**config.mk**
```make
export PLATFORM = sky130hd
export DESIGN_NAME = step_pulse_gen
export DESIGN_NICKNAME = d
export VERILOG_FILES = /design/src/rtl/step_pulse_gen.sv
export SDC_FILE = /design/constraint.sdc
export NUM_CORES = 1
export LEC_CHECK = 0
export BUFFER_PORTS_ARGS = -buffer_cell sky130_fd_sc_hd__buf_2
export CORE_MARGIN = 10
export CORE_UTILIZATION = 60
export DETAILED_ROUTE_END_ITERATION = 7
export PLACE_DENSITY = 0.9
export SLEW_MARGIN = 40
export SYNTH_ARGS = -nofsm -noshare
export SYNTH_HDL_FRONTEND = slang
export SYNTH_SLANG_ARGS = --single-unit
```
**constraint.sdc**
```tcl
create_clock -name clock -period 3.9 [get_ports clock]
set_clock_uncertainty 0.1 [all_clocks]
set_input_delay 0.78 -clock clock [delete_from_list [all_inputs] [get_ports clock]]
set_output_delay 0.78 -clock clock [all_outputs]
set_load 0.02 [all_outputs]
```
**src/rtl/step_pulse_gen.sv**
```systemverilog
// STEP button conditioner: 2-flop sync -> counter debounce -> press/auto-repeat FSM.
// Pulse lags the press by DEBOUNCE_CYCLES+3 edges; there is no backpressure, so each pulse is a one-cycle enable.
module step_pulse_gen #(
  parameter int DEBOUNCE_CYCLES = 1_000_000,
  parameter bit REPEAT_EN       = 1'b0,
  parameter int REPEAT_DELAY    = 50_000_000,
  parameter int REPEAT_PERIOD   = 25_000_000
) (
  input  logic       clock,
  input  logic       reset,
  input  logic       step,
  output logic       stepPulse,
  output logic       stepHeld,
  output logic [7:0] pulseCount
);

  localparam int DW  = $clog2(DEBOUNCE_CYCLES);
  localparam int RDW = $clog2(REPEAT_DELAY);
  localparam int RPW = $clog2(REPEAT_PERIOD);
  localparam int RW  = (RDW > RPW) ? RDW : RPW;

  typedef enum logic [1:0] {
    IDLE    = 2'd0,
    PRESSED = 2'd1,
    REPEAT  = 2'd2
  } state_t;

  logic          s1_q, s2_q;
  logic          stable_q, stable_d;
  logic [DW-1:0] dcnt_q, dcnt_d;
  state_t        state_q, state_d;
  logic [RW-1:0] rtimer_q, rtimer_d;
  logic          pulse_q, pulse_d;
  logic [7:0]    cnt_q, cnt_d;

  always_comb begin
    stable_d = stable_q;
    dcnt_d   = '0;
    if (s2_q != stable_q) begin
      if (dcnt_q == DW'(DEBOUNCE_CYCLES - 1)) begin
        stable_d = s2_q;
      end else begin
        dcnt_d = dcnt_q + DW'(1);
      end
    end
  end

  // The FSM reads the registered stable level, so a release that lands on the
  // same edge as a repeat expiry is seen one edge later and cannot pulse.
  always_comb begin
    state_d  = state_q;
    rtimer_d = rtimer_q;
    pulse_d  = 1'b0;
    case (state_q)
      IDLE: begin
        if (stable_q) begin
          state_d  = PRESSED;
          pulse_d  = 1'b1;
          rtimer_d = '0;
        end
      end
      PRESSED: begin
        if (!stable_q) begin
          state_d = IDLE;
        end else if (REPEAT_EN && (rtimer_q == RW'(REPEAT_DELAY - 1))) begin
          state_d  = REPEAT;
          pulse_d  = 1'b1;
          rtimer_d = '0;
        end else begin
          rtimer_d = rtimer_q + RW'(1);
        end
      end
      REPEAT: begin
        if (!stable_q) begin
          state_d = IDLE;
        end else if (rtimer_q == RW'(REPEAT_PERIOD - 1)) begin
          pulse_d  = 1'b1;
          rtimer_d = '0;
        end else begin
          rtimer_d = rtimer_q + RW'(1);
        end
      end
      default: begin
        state_d = IDLE;
      end
    endcase
  end

  always_comb begin
    cnt_d = cnt_q;
    if (pulse_d) begin
      cnt_d = cnt_q + 8'd1;
    end
  end

  always_ff @(posedge clock or negedge reset) begin
    if (!reset) begin
      s1_q     <= 1'b0;
      s2_q     <= 1'b0;
      stable_q <= 1'b0;
      dcnt_q   <= '0;
      state_q  <= IDLE;
      rtimer_q <= '0;
      pulse_q  <= 1'b0;
      cnt_q    <= 8'd0;
    end else begin
      s1_q     <= step;
      s2_q     <= s1_q;
      stable_q <= stable_d;
      dcnt_q   <= dcnt_d;
      state_q  <= state_d;
      rtimer_q <= rtimer_d;
      pulse_q  <= pulse_d;
      cnt_q    <= cnt_d;
    end
  end

  assign stepPulse  = pulse_q;
  assign stepHeld   = stable_q;
  assign pulseCount = cnt_q;

endmodule

```
## After elaboration in Yosys (flattened, before gate mapping)

Cells that the tools add are included.

| storage, ports and cells | value |
|---|---|
| input bits | 3 |
| flip-flop bits (word level) | 60 |
| output and inout bits | 10 |
| logic and storage cells | 40 |

| cells by class | value |
|---|---|
| reduce and logical (&&, ||, !) cells | 6 |
| muxes and demuxes | 14 |
| $add $sub $neg | 3 |
| equal/unequal tests | 9 |

Operators with widths:

| cell | count |
|---|---|
| $mux 26 | 4 |
| $pmux 26 s3 | 1 |
| $mux 20 | 2 |
| $add 26x1->26 const B | 1 |
| $eq 26x25->1 const B | 1 |
| $add 20x1->20 const B | 1 |
| $eq 20x20->1 const B | 1 |
| $add 8x1->8 const B | 1 |
| $ne 2x2->1 const B | 4 |
| $mux 2 | 2 |
| $pmux 2 s2 | 1 |
| $reduce_and 2->1 | 2 |
| $reduce_and 4->1 | 1 |
| $mux 1 | 3 |
| $reduce_bool 3->1 | 1 |
| $eq 2x1->1 const B | 1 |
| $eq 2x2->1 const B | 1 |
| $logic_not 2->1 | 1 |
| $pmux 1 s2 | 1 |
| $reduce_or 2->1 | 1 |
| $ne 1x1->1 | 1 |

## Depth between registers and ports, before layout

| logic depth | value |
|---|---|
| depth after elaboration | 4 |
| mapped depth | 5 |
| mapped depth without buffers | 5 |

## Least setup slack after synthesis

OpenSTA, ideal clock, no wires.

| path | value |
|---|---|
| kind | reg2reg |
| from | reg dcnt_q[12] |
| to | reg stable_q, in the netlist stepHeld |
| setup slack | 2.228 ns |
| arrival time | 1.447 ns |
| data required time | 3.675 ns |
| cell stages (with the launch flop) | 5 |
| period minus slack after synthesis | 1.672 ns |
| path buffers | 0 |
| library setup time | 0.125 ns |
| cell sequence | dfrtp_1 nor4_1 nand2_1 nor3_1 mux2_2 |

| on the way | value |
|---|---|
| cells in the longest elaborated chain, start to end | 2 |

RTL lines:

| item | line | RTL |
|---|---|---|
| start, declared | 30 | `logic [DW-1:0] dcnt_q, dcnt_d;` |
| start signal, assigned | 110 | `dcnt_q <= dcnt_d;` |
| $eq 20x20->1 | 40 | `if (dcnt_q == DW'(DEBOUNCE_CYCLES - 1)) begin` |
| $reduce_and 2->1 (no line) | -- |  |
| end signal, assigned | 109 | `stable_q <= stable_d;` |
| end, declared | 29 | `logic stable_q, stable_d;` |

Every way passes these cells.
A chain may end at the register's enable or synchronous reset.

## Worst setup path after layout

| path | value |
|---|---|
| from | reg dcnt_q[12] |
| to | reg dcnt_q[14] |

| on the way | value |
|---|---|
| cells in the longest elaborated chain, start to end | 3 |
| elaborated cells on any way between the ends | 4 |
| those cells by class | add/sub (1); eq/ne (1); mux (2) |

RTL lines:

| item | line | RTL |
|---|---|---|
| $add 20x1->20 / $eq 20x20->1 (equally long branches) | 43, 40 |  |
| $mux 20 (*) | 40 |  |
| $mux 20 (*) | 39 | `if (s2_q != stable_q) begin` |
| named net dcnt_d[14] | 30 |  |

Mark *: on every way through the listed nets, which the timed path passes. The rest lies on a longest branch.

==> results by group <==
Finish
  – Share of layout cells above drive strength 1: 18.8%
  – Layout overhead on the synthesized area: 9.71%
  – Final nets: 165
  – N_diodes: 0
  – Post-Route Utilization: 69.6%
  – Post-route cell area: 1740 sq um

CTS
  – Post_cts resized: 0
  – Clock transition at path regs: 0.11 ns
  – Max Root-Sink Buffers: 2
  – CTS root buf: clkbuf_4
  – Post-CTS Setup Repair Bufs: 0
  – H-tree depth: 2
  – Post-CTS Hold Fix Bufs: 0
  – CTS tree: yes
  – Sinks on Clock Net: 33
  – Clock buffer count from CTS: 5
  – Clk_lat worst skew: 0.35 ns

Power and ir drop
  – Clk network pwr share: 41.7%
  – Leak Pwr: 0.794 nW
  – Worst vdd ir: 0.000432 V
  – Switching pwr: 0.142 mW
  – Sw Ratio: 22.7%
  – Internal power: 0.485 mW
  – Comb pwr share: 2.6%
  – Register share of total power: 55.7%
  – Power Density: 361 nW/um^2

Timing
  – Max-slew violations: 0
  – Final Hold Fails: 0
  – Final period util: 50.6%
  – Fin crit period: 1.97 ns
  – Relative slew margins: 49.1%
  – Fmax: 0.507 GHz
  – Worst Tran Pin Value: 0.764 ns
  – RSZ-0062 raised after global routing: no
  – Total Neg Setup Slack: 0 ns
  – Worst hold margin: 0.260 ns
  – Endpoints failing setup: 0

Route
  – Post-Route WL: 2870 um
  – Average wire per standard cell: 15.1 um
  – Via Count: 1089
  – DRC viols: 0
  – TritonRoute pass-1 iters: 4
  – Antenna viol nets, final: 0
  – Iteration-0 DRC count of the detailed router: 41
  – DR vias/cell: 5.73

Floorplan
  – Die area: 5100 sq um
  – Die X: 71.4 um
  – Core area: 2500 sq um
  – Starting Density: 63.4%
  – Num rows: 18
  – Num ports: 13
  – Die H: 71.4 um

Global routing
  – Congestion Overflow GR: 0
  – Largest net degree at the start of global routing: 34
  – Vias in the first global route: 1076
  – Initial antenna violation count: 0
  – Total Routing Usage GR: 12.0%
  – First-pass GRT wire length: 5000 um

Synth
  – Sequential-to-total area share from yosys stat: 52.1%
  – Yosys top cell by area: dfrtp_1
  – Top cells by area, synth: dfrtp_1 (52%), xnor2_1 (8.3%), nor2_1 (4.5%)
  – Yosys top cell area share: 52.1%
  – Commonest cells in the netlist: dfrtp_1 (33), nor2_1 (19), xnor2_1 (15)
  – Most used DFF post-synth: dfrtp_1
  – Count leader, synth: dfrtp_1
  – Yosys Warn Count: 0
  – Yosys cell types: 27
  – Post-synth EDFFs: 0
  – Post-Syn Area: 1590 sq um
  – Post-synthesis register bit count: 33
  – Post-synthesis async set-or-reset flop share: 100%
  – Syn nets: 149
  – Post-Syn Instances: 143
  – Post-synthesis area per instance: 11.1 sq um

Critical path
  – Setup crit end kind: flip-flop
  – Arr. time, crit path: 2.08 ns
  – Crit-path max FO: 19
  – Critical path data required time: 4.01 ns
  – Critical path type: flip-flop to flip-flop
  – CP Launch Type: flip-flop

Placement
  – DP Area: 1660 sq um
  – Port Buf Inserts: 12
  – DP Wirelength: 2070 um
  – Gpl congestion: 0.859

Min path
  – Worst min-delay path category: flip-flop to flip-flop

Flow run
  – Max cap viols: 0

Status
  – Outcome: finished, final reports clean
-- per-layer routing --
metal | track usage (%) | routed length, um | share of wire (%) | vias up
met5 | 0 | 0 | 0 | -
met4 | 4.30 | 55 | 1.9 | 0
met3 | 5.65 | 183 | 6.4 | 6
met2 | 19.7 | 1370 | 48 | 29
met1 | 13.3 | 1260 | 44 | 521
li1 | - | - | - | 533
-- cells in the final DEF (no fill, tap or decap), drive strengths merged, types with 5 or more instances in the layout --
| master | synthesis | final |
|---|---|---|
| clkbuf | 0 | 5 |
| nor4 | 6 | 6 |
| nand2 | 6 | 6 |
| xnor2 | 15 | 15 |
| inv | 6 | 6 |
| xor2 | 8 | 8 |
| nor3 | 5 | 5 |
| buf | 3 | 12 |
| dfrtp | 33 | 33 |
| nand3 | 9 | 9 |
| nand4 | 8 | 8 |
| nor2 | 19 | 19 |
-- registers in the layout, summed over array words and instances (netlist names) --
name / cells
dcnt_q: 20
pulseCount: 8
s1_q: 1
s2_q: 1
state_q: 1
stepHeld: 1
stepPulse: 1
-- area by class of cell --
cell class | instances | area [sq um]
timing repair buffer | 12 | 60.1
sequential | 33 | 826
multi-input combinational | 101 | 709
tap | 30 | 37.5
clock buffer | 5 | 37.5
inverter | 6 | 22.5
fill | 176 | 761
clock inverter | 3 | 46.3
-- path summary, 6_finish.rpt --
check / cells after the start / end / start / slack (ns)
hold / removal: 0 / s2_q / s1_q / 0.26
setup reg to reg: 4 / dcnt_q[14] / dcnt_q[12] / 1.93
max in group asynchronous: 1 / pulseCount[7] / reset / 2.91
min in group asynchronous: 1 / dcnt_q[14] / reset / 0.35
hold reg to reg: 0 / s2_q / s1_q / 0.26
setup / recovery: 4 / dcnt_q[14] / dcnt_q[12] / 1.93
-- cell families after synthesis --
kind of cell             synth area share, %
multiplexers                            2.05
XOR/XNOR                                12.7
buffers and inverters                   3.16
flip-flops                              52.1
adder cells (fa/ha/maj)                 2.37
AO/OA/AOI/OAI                           3.55
AND/OR/NAND/NOR                         24.1
-- stage by stage --
| step | setup slack (ns) | cells | power (mW) |
|---|---|---|---|
| 2_1_floorplan | 2.23 | 143 | 0.365 |
| 3_3_place_gp | 2.06 | 182 | 0.372 |
| 3_5_place_dp | 1.95 | 182 | 0.373 |
| 4_1_cts | 1.95 | 190 | 0.631 |
| 5_1_grt | 1.77 | 190 | 0.653 |
| 6_report | 1.93 | 190 | 0.628 |
-- power groups by stage --
| stage | registers (mW) | clock network [mW] | logic [mW] |
|---|---|---|---|
| final | 0.349 | 0.262 | 0.0165 |
| after global routing | 0.350 | 0.283 | 0.0193 |
| after CTS | 0.349 | 0.265 | 0.0170 |
| after detailed placement | 0.356 | 0 | 0.0169 |
| after global placement | 0.356 | 0 | 0.0165 |
| after floorplan | 0.354 | 0 | 0.0106 |
-- critical path, stage by stage, from the launching register on --
cell     delay (ns)
dfrtp_1        0.46
nor4_1         0.31
nand2_1        0.16
o31ai_4        0.69
nor2_1         0.12
No activity file was read; power rests on OpenSTA's default activity.
